## config.mk

```make
export PLATFORM = sky130hd
export DESIGN_NAME = fetch_queue
export DESIGN_NICKNAME = d
export VERILOG_FILES = /design/src/rtl/cpu_pkg.sv /design/src/rtl/fetch_fifo.sv /design/src/rtl/fetch_queue.sv
export SDC_FILE = /design/constraint.sdc
export NUM_CORES = 1
export LEC_CHECK = 0
export BUFFER_PORTS_ARGS = -buffer_cell sky130_fd_sc_hd__buf_2
export CAP_MARGIN = 25
export CORE_MARGIN = 8
export CORE_UTILIZATION = 58
export DETAILED_ROUTE_END_ITERATION = 8
export GPL_ROUTABILITY_DRIVEN = 0
export PLACE_DENSITY = 0.88
export SLEW_MARGIN = 10
export SYNTH_ARGS = -nofsm -noshare
export SYNTH_HDL_FRONTEND = slang
export SYNTH_SLANG_ARGS = --single-unit
```

## constraint.sdc

```tcl
create_clock -name clk_i -period 4.13 [get_ports clk_i]
set_input_delay 0.413 -clock clk_i [delete_from_list [all_inputs] [get_ports clk_i]]
set_output_delay 0.413 -clock clk_i [all_outputs]
set_load 0.1 [all_outputs]
```

## src/rtl/cpu_pkg.sv

```systemverilog
// Shared CPU front-end definitions.
//   XLEN_DEF : default address/PC width
//   ILEN     : instruction width
//   PC_INC   : sequential fetch stride in bytes
//   fetch_state_e : fetch controller states
package cpu_pkg;

  localparam int unsigned XLEN_DEF = 32;
  localparam int unsigned ILEN     = 32;
  localparam int unsigned PC_INC   = 4;

  typedef enum logic [1:0] {
    FS_IDLE = 2'd0,
    FS_RUN  = 2'd1,
    FS_STOP = 2'd2
  } fetch_state_e;

endpackage

```

## src/rtl/fetch_fifo.sv

```systemverilog
// Instruction queue storage: DEPTH entries of WIDTH bits.
//   clk_i   : clock, rising edge
//   rst_i   : asynchronous active-low reset
//   push_i  : write data_i at the tail
//   data_i  : entry to write
//   pop_i   : retire the head entry
//   flush_i : empty the queue (wins over push/pop)
//   data_o  : head entry, zero when empty
//   count_o : number of valid entries
module fetch_fifo
  import cpu_pkg::*;
#(
  parameter  int unsigned WIDTH = XLEN_DEF + ILEN,
  parameter  int unsigned DEPTH = 4,
  localparam int unsigned AW    = $clog2(DEPTH),
  localparam int unsigned CW    = AW + 1
) (
  input  logic             clk_i,
  input  logic             rst_i,
  input  logic             push_i,
  input  logic [WIDTH-1:0] data_i,
  input  logic             pop_i,
  input  logic             flush_i,
  output logic [WIDTH-1:0] data_o,
  output logic [CW-1:0]    count_o
);

  logic [WIDTH-1:0] r_mem [DEPTH];
  logic [AW-1:0]    r_wptr;
  logic [AW-1:0]    r_rptr;
  logic [CW-1:0]    r_count;
  logic             w_push;
  logic             w_pop;

  // Guards keep the pointers coherent even if a caller misbehaves.
  assign w_push = push_i && (r_count != CW'(DEPTH));
  assign w_pop  = pop_i  && (r_count != '0);

  always_ff @(posedge clk_i or negedge rst_i) begin
    if (!rst_i) begin
      r_wptr  <= '0;
      r_rptr  <= '0;
      r_count <= '0;
    end else if (flush_i) begin
      r_wptr  <= '0;
      r_rptr  <= '0;
      r_count <= '0;
    end else begin
      if (w_push) r_wptr <= r_wptr + AW'(1);
      if (w_pop)  r_rptr <= r_rptr + AW'(1);
      r_count <= r_count + CW'(w_push) - CW'(w_pop);
    end
  end

  always_ff @(posedge clk_i) begin
    if (w_push && !flush_i) r_mem[r_wptr] <= data_i;
  end

  assign data_o  = (r_count != '0) ? r_mem[r_rptr] : '0;
  assign count_o = r_count;

endmodule

```

## src/rtl/fetch_queue.sv

```systemverilog
// Instruction fetch controller with a credit-limited prefetch queue.
//   clk_i, rst_i        : clock / asynchronous active-low reset
//   start_i             : fetching permitted while high
//   redirect_i          : one-cycle flush-and-jump strobe
//   redirect_pc_i       : jump target (low two bits ignored)
//   imem_req_o/addr_o   : memory request and address
//   imem_gnt_i          : request accepted this cycle
//   imem_rvalid_i/rdata_i : in-order memory response
//   instr_valid_o/instr_o/instr_pc_o : queue head
//   instr_ready_i       : consumer takes the head
//   busy_o              : requests in flight or queue non-empty
module fetch_queue
  import cpu_pkg::*;
#(
  parameter int unsigned     XLEN     = XLEN_DEF,
  parameter int unsigned     DEPTH    = 4,
  parameter int unsigned     MAX_OUT  = 2,
  parameter logic [XLEN-1:0] RESET_PC = '0
) (
  input  logic            clk_i,
  input  logic            rst_i,
  input  logic            start_i,
  input  logic            redirect_i,
  input  logic [XLEN-1:0] redirect_pc_i,
  output logic            imem_req_o,
  output logic [XLEN-1:0] imem_addr_o,
  input  logic            imem_gnt_i,
  input  logic            imem_rvalid_i,
  input  logic [ILEN-1:0] imem_rdata_i,
  output logic            instr_valid_o,
  output logic [ILEN-1:0] instr_o,
  output logic [XLEN-1:0] instr_pc_o,
  input  logic            instr_ready_i,
  output logic            busy_o
);

  localparam int unsigned CW = $clog2(DEPTH) + 1;
  localparam int unsigned OW = $clog2(MAX_OUT + 1);
  localparam int unsigned SW = ((CW > OW) ? CW : OW) + 1;

  fetch_state_e         r_state;
  logic [XLEN-1:0]      r_fetch_pc;
  logic [XLEN-1:0]      r_rsp_pc;
  logic [OW-1:0]        r_out;
  logic [OW-1:0]        r_drop;

  logic [CW-1:0]        w_count;
  logic [SW-1:0]        w_used;
  logic [OW-1:0]        w_out_next;
  logic [XLEN-1:0]      w_redir_pc;
  logic [XLEN+ILEN-1:0] w_head;
  logic                 w_req;
  logic                 w_fire;
  logic                 w_rsp;
  logic                 w_drop;
  logic                 w_push;
  logic                 w_pop;

  // Queue slots plus in-flight requests may never exceed DEPTH, so every
  // response that comes back is guaranteed a slot.
  assign w_used = SW'(w_count) + SW'(r_out);
  assign w_req  = (r_state == FS_RUN) && start_i && !redirect_i &&
                  (r_out < OW'(MAX_OUT)) && (w_used < SW'(DEPTH));
  assign w_fire = w_req && imem_gnt_i;

  assign w_rsp  = imem_rvalid_i && (r_out != '0);
  assign w_drop = w_rsp && (r_drop != '0);
  // A response landing in the redirect cycle belongs to the old stream.
  assign w_push = w_rsp && !w_drop && !redirect_i;
  assign w_pop  = instr_valid_o && instr_ready_i;

  assign w_out_next = r_out + OW'(w_fire) - OW'(w_rsp);
  assign w_redir_pc = redirect_pc_i & ~(XLEN'(PC_INC) - XLEN'(1));

  always_ff @(posedge clk_i or negedge rst_i) begin
    if (!rst_i) begin
      r_state    <= FS_IDLE;
      r_fetch_pc <= RESET_PC;
      r_rsp_pc   <= RESET_PC;
      r_out      <= '0;
      r_drop     <= '0;
    end else begin
      case (r_state)
        FS_IDLE: if (start_i) r_state <= FS_RUN;
        FS_RUN:  if (!start_i) r_state <= FS_STOP;
        FS_STOP: begin
          if (start_i)           r_state <= FS_RUN;
          else if (r_out == '0)  r_state <= FS_IDLE;
        end
        default: r_state <= FS_IDLE;
      endcase

      r_out <= w_out_next;

      if (redirect_i) begin
        // Everything still in flight after this edge is stale and must be
        // discarded; in IDLE this is zero, in STOP it covers leftovers.
        r_fetch_pc <= w_redir_pc;
        r_rsp_pc   <= w_redir_pc;
        r_drop     <= w_out_next;
      end else begin
        if (w_fire) r_fetch_pc <= r_fetch_pc + XLEN'(PC_INC);
        if (w_push) r_rsp_pc   <= r_rsp_pc + XLEN'(PC_INC);
        if (w_drop) r_drop     <= r_drop - OW'(1);
      end
    end
  end

  fetch_fifo #(
    .WIDTH (XLEN + ILEN),
    .DEPTH (DEPTH)
  ) u_fifo (
    .clk_i   (clk_i),
    .rst_i   (rst_i),
    .push_i  (w_push),
    .data_i  ({r_rsp_pc, imem_rdata_i}),
    .pop_i   (w_pop),
    .flush_i (redirect_i),
    .data_o  (w_head),
    .count_o (w_count)
  );

  assign imem_req_o    = w_req;
  assign imem_addr_o   = r_fetch_pc;
  assign instr_valid_o = (w_count != '0);
  assign instr_pc_o    = w_head[XLEN+ILEN-1:ILEN];
  assign instr_o       = w_head[ILEN-1:0];
  assign busy_o        = (r_out != '0) || (w_count != '0);

endmodule

```

[After elaboration in Yosys (flattened, before gate mapping)]
Memory sizes are Yosys's and may differ from the RTL's.
Index checks and enable logic that the tools add are counted.
Operators by class
  $add $sub $neg: 10
  multiply operators: 0
  divide/modulo/power cells: 0
  $lt $le $gt $ge: 2
  eq/ne operators: 6
  shift-type cells: 0
  muxes and demuxes: 19
  bitwise gates (word level): 0
  reduce and logical (&&, ||, !) cells: 27
Operators by type and width (count)
  $mux W32: 4
  $add A32 B3 Y32 const B: 2
  $mux W64: 1
  $mux W2: 10
  $reduce_bool A2 Y1: 7
  $logic_and A1 B1 Y1: 13
  $ne A3 B3 Y1 const B: 2
  $pmux W2 S3: 1
  $add A2 B1 Y2 const B: 2
  $add A3 B2 Y4: 1
  $logic_not A2 Y1: 2
  $lt A4 B3 Y1 const B: 1
  $ne A2 B2 Y1 const B: 2
  $add A3 B1 Y3: 1
  $mux W3: 1
  $reduce_and A3 Y1: 1
  $reduce_bool A3 Y1: 1
  $sub A3 B1 Y3: 1
  $add A2 B1 Y2: 1
  $eq A2 B1 Y1 const B: 1
  $eq A2 B2 Y1 const B: 1
  $logic_not A1 Y1: 2
  $lt A2 B2 Y1 const B: 1
  $mux W1: 2
  other kinds (3): 3
Word-level totals
  flip-flop bits (word level): 77
  bits in latches: 0
  RAM bits: 256
  ROM bits: 0
  input port bits: 71
  output and inout port bits: 99
  word-level logic and storage cells: 73
  memories kept: 1
Memory list
  u_fifo.r_mem: words 4, bits a word 64, read ports 1, clocked after memory_dff 0, wr ports 1, RTL line fetch_fifo.sv:28  | logic [WIDTH-1:0] r_mem [DEPTH];

[Depth between registers and ports, before layout]
  depth in word-level cells: 10
  gate-level depth with buffers: 12

[Cells and area by module]
A second synthesis with hierarchy kept.
Unflattened totals
  cells, all modules: 847
  area, all modules: 13929.6 um^2
By module, submodules not included
  fetch_fifo: times used 1, cells each 453, area an instance 10136.0 um^2, seq. area each 7862.5 um^2
  fetch_queue: times used 1, cells each 394, area an instance 3793.6 um^2, seq. area each 1651.6 um^2

[Worst setup path before layout]
Ideal clock, no wire load.
  path kind: register to register
  start point: register r_out[1]
  end point: register r_fetch_pc[5] (netlist: imem_addr_o[5])
  setup time: 0.121 ns
  data arrival time: 3.505 ns
  data required time: 4.009 ns
  setup slack: 0.504 ns
  stages on the path, launching flop included: 6
  cell sequence: dfrtp_1 > ha_1 > nand4bb_1 > nor3_1 > a31oi_1 > a22o_1
Between the ends
  word-level cells in the longest chain between the ends: 5
RTL lines
  start, declared: RTL line fetch_queue.sv:44  | logic [OW-1:0] r_out;
  start signal, assigned: RTL line fetch_queue.sv:93  | r_out <= w_out_next;
  $add A3 B2 Y4 / $lt A2 B2 Y1 (equally long branches): RTL line fetch_queue.sv:61, fetch_queue.sv:63
  $lt A4 B3 Y1 / $logic_and A1 B1 Y1 (equally long branches): RTL line fetch_queue.sv:63, fetch_queue.sv:62
  $logic_and A1 B1 Y1 (*): RTL line fetch_queue.sv:63  | (r_out < OW'(MAX_OUT)) && (w_used < SW'(DEPTH));
  via imem_req_o: RTL line fetch_queue.sv:25  | output logic imem_req_o,
  $logic_and A1 B1 Y1 (*): RTL line fetch_queue.sv:64  | assign w_fire = w_req && imem_gnt_i;
  $reduce_bool A2 Y1 (no line) (*)
  end signal, assigned: RTL line fetch_queue.sv:98  | r_fetch_pc <= w_redir_pc;
  end signal, assigned: RTL line fetch_queue.sv:102  | if (w_fire) r_fetch_pc <= r_fetch_pc + XLEN'(PC_INC);
  end, declared: RTL line fetch_queue.sv:42  | logic [XLEN-1:0] r_fetch_pc;
The timed path passes the listed nets; every way through them passes the cells marked *.
A chain may end at the register's enable or synchronous reset.

[Worst setup path in the final report]
  start point: register u_fifo.r_rptr[0]
  end point: output instr_pc_o[11]
Between the ends
  word-level cells in the longest chain between the ends: 2
RTL lines
  start, declared: RTL line fetch_fifo.sv:30  | logic [AW-1:0] r_rptr;
  start signal, assigned: RTL line fetch_fifo.sv:50  | if (w_pop) r_rptr <= r_rptr + AW'(1);
  $mem_v2 Z4 W64
  $mux W64: RTL line fetch_fifo.sv:59  | assign data_o = (r_count != '0) ? r_mem[r_rptr] : '0;
  end, declared: RTL line fetch_queue.sv:32  | output logic [XLEN-1:0] instr_pc_o,
Every way passes these cells.

==> results.sh <==
export IMPL_worstPathCellList="buf_12 > mux4_2 > and2_1 > buf_2"
export IMPL_clock_latency_ns=0.57
export IMPL_dp_cells=1256
export IMPL_p_leak_nw=5.74
export IMPL_setup_violations=0
export IMPL_synth_avg_cell_area_um2=16.2
export IMPL_ir_drop_mv=0.463
export IMPL_die_area_mm2=0.0284
export IMPL_track_usage_pct=21.4
export IMPL_instances_no_fill=1316
export IMPL_synth_edff_count=248
export IMPL_slowest_stage="dfrtp_4"
export IMPL_cp_max_fo=35
export IMPL_grt_pass1_vias=8273
export IMPL_period_share_pct=79.0
export IMPL_cts_buffers=31
export IMPL_gr_usage_met1_pct=28.9
export IMPL_skew_ns=0.0177
export IMPL_max_cap_violations=0
export IMPL_coreArea_mm2=0.0227
export IMPL_cp_num_buf_inv=2
export IMPL_slew_headroom_pct=34.1
export IMPL_r2r_setup_slack_ns=1.14
export IMPL_first_pass_iters=5
export IMPL_drv_slew=0
export IMPL_end_kind="output pin"
export IMPL_crit_family="flip-flops"
export IMPL_num_rows=55
export IMPL_hp_class="in -> reg"
export IMPL_ctsHoldBuffers=1
export IMPL_start_util_pct=59.4
export IMPL_viasPerCell=6.17
export IMPL_synthCells=831
export IMPL_r2r_start="r_drop[0]"
export IMPL_die_height_um=168
export IMPL_grt_use_met2_pct=35.1
export IMPL_rr_worst_depth=7
export IMPL_cts_reportedPaths_clkPinSlew_ns=0.06
export IMPL_synth_ff_type="edfxtp_1"
export IMPL_die_w_um=168
export IMPL_vias=8120
export IMPL_holdPathEnd="r_state[1]"
export IMPL_dp_hpwl_um=19200
export IMPL_max_stage_delay_ns=0.83
export IMPL_layout_min_cycle_time_ns=3.26
export IMPL_yosys_warnings=0
export IMPL_dr_first_iter_drc_count=832
export IMPL_synth_cell_types=53
export IMPL_nets=1089
export IMPL_drive_gt1_share_pct=31.4
export IMPL_rsz0062_at_grt="no"
export IMPL_path_class="reg -> out"
export IMPL_netlist_area_mm2=0.0135
export IMPL_routed_wl_um=30600
export IMPL_tns_ns=0
export IMPL_clockBufferDepth=3
export IMPL_cp_startpoint="u_fifo.r_rptr[0]"
export IMPL_cp_required_ns=3.72
export IMPL_crit_arrival_ns=2.85
export IMPL_drt_antenna_violating_nets=0
export IMPL_worst_pin_slew_ns=0.983
export IMPL_antenna_found_initial=1
export IMPL_clock_tree_root_cell="clkbuf_16"
export IMPL_drc=0
export IMPL_postCtsSetupBuffers=0
export IMPL_hp_start="start_i"
export IMPL_ys_seq_area_share_pct=68.8
export IMPL_cts_sinks=321
export IMPL_htree_levels=1
export IMPL_cp_start_kind="register"
export IMPL_whs_path_depth=2
export IMPL_grt_use_met3_pct=4.40
export IMPL_grt_pass1_wl_um=47000
export IMPL_ys_async_sr_fraction_pct=22.7
export IMPL_max_freq_mhz=307
export IMPL_ys_seq_elements=321
export IMPL_io_pins=170
export IMPL_grt_ovfl_total=0
export IMPL_busiest_layer="met2"
export IMPL_power_density_mw_per_mm2=714
export IMPL_status="complete, no violations"
export IMPL_grt_max_degree=65
export IMPL_r2r_end="u_fifo.r_mem[2][62]"
export IMPL_cts_resized=0
export IMPL_syn_to_final_growth_pct=17.4
export IMPL_cts_tree="built"
export IMPL_hold_viol=0
export IMPL_wire_per_inst_um=23.3
export IMPL_port_buffers=163
## layout by cell type, fill, tap and decap left out, types with 5 or more instances in the layout
cell,count
clkinv_2,12
clkbuf_16,31
nand2_1,45
a21oi_1,10
nand3_1,36
nand4_1,20
buf_4,8
edfxtp_1,248
nor4_1,9
xnor2_1,20
nor2_1,25
and3_1,8
xor2_1,24
inv_1,15
nor3_1,5
o21ai_0,22
ha_1,12
mux2_2,15
bufinv_16,8
a31oi_1,9
and2_1,65
buf_12,6
mux4_2,62
or3_1,6
dfrtp_1,71
buf_2,163
o211ai_1,11
## metal layers
layer / wire length [um] / share of wire (%)
met5: 13 / 0.042
met4: 760 / 2.5
met3: 2770 / 9.0
met2: 14800 / 48
met1: 12300 / 40
## final cells by class
cell class                      count  area (um^2)
Multi-Input combinational cell    456         3990
Sequential cell                   321         9280
Clock buffer                       34          787
Antenna cell                        1         2.50
Clock inverter                     24          343
Tap cell                          285          357
Inverter                           17         63.8
Timing Repair Buffer              178         1010
Fill cell                        1437         6880
## worst max-delay path by stage
stage                          end  slack, ns  cells past startpoint
3_3_place_gp   u_fifo.r_mem[2][30]       1.23                      7
4_1_cts             instr_pc_o[11]       0.78                      4
2_1_floorplan       imem_addr_o[5]       0.50                      5
5_1_grt             instr_pc_o[20]       0.71                      4
6_report            instr_pc_o[11]       0.87                      4
3_5_place_dp   u_fifo.r_mem[2][30]       1.18                      7
## synth_stat cells, types with 4 or more instances
cell | instances | area share, %
nand2_1 | 45 | 1.3
edfxtp_1 | 248 | 55
a21boi_1 | 4 | 0.22
and2_1 | 69 | 3.2
ha_1 | 12 | 1.1
and3_1 | 8 | 0.37
nand2b_1 | 4 | 0.19
mux4_2 | 62 | 10
nand4_1 | 20 | 0.93
nor3_1 | 5 | 0.19
a31oi_1 | 9 | 0.42
inv_1 | 15 | 0.42
xnor2_1 | 20 | 1.3
nand3_1 | 36 | 1.3
or3_1 | 7 | 0.32
nor4_1 | 9 | 0.42
clkbuf_1 | 26 | 0.72
buf_2 | 8 | 0.30
a21oi_1 | 10 | 0.37
xor2_1 | 24 | 1.6
o21ai_0 | 22 | 0.82
dfrtp_1 | 73 | 14
o211ai_1 | 11 | 0.61
buf_4 | 4 | 0.22
mux2_2 | 15 | 1.3
nor2_1 | 25 | 0.70
## registers in the layout, indices dropped and copies added (netlist names)
signal and cells:
u_fifo.r_mem 248, imem_addr_o 30, r_rsp_pc 30, u_fifo.count_o 3
r_drop 2, r_out 2, r_state 2, u_fifo.r_rptr 2
u_fifo.r_wptr 2
## power by group
group	internal, mW	switching (mW)
Sequential	3.71	0.285
Clock	1.89	1.21
Combinational	0.969	3.24
## cell families (layout without fill, tap and decap cells)
| group | count (synthesis) | in the layout | share of synthesized area (%) |
|---|---|---|---|
| compound gates | 70 | 70 | 3.31 |
| xor+xnor | 44 | 44 | 2.86 |
| mux | 80 | 80 | 11.8 |
| simple gates | 245 | 245 | 10.2 |
| fa+ha+maj | 13 | 13 | 1.26 |
| other cells | 1 | 5 | 0.0278 |
| flops | 321 | 321 | 68.8 |
| buf+inv | 57 | 253 | 1.77 |
## per-stage QoR
stage,setup WS (ns),power (mW),instance area [um^2],util [%],hold WS [ns]
2_1_floorplan,0.504,7.50,13500,-,0.117
3_3_place_gp,1.23,8.21,14700,64.7,0.467
3_5_place_dp,1.18,8.27,14700,64.7,0.476
4_1_cts,0.776,11.4,15800,69.7,0.0140
5_1_grt,0.711,11.7,15800,69.7,0.0232
6_report,0.868,11.3,15800,69.7,0.0285
Note: power is estimated with default switching activity, not from simulation.
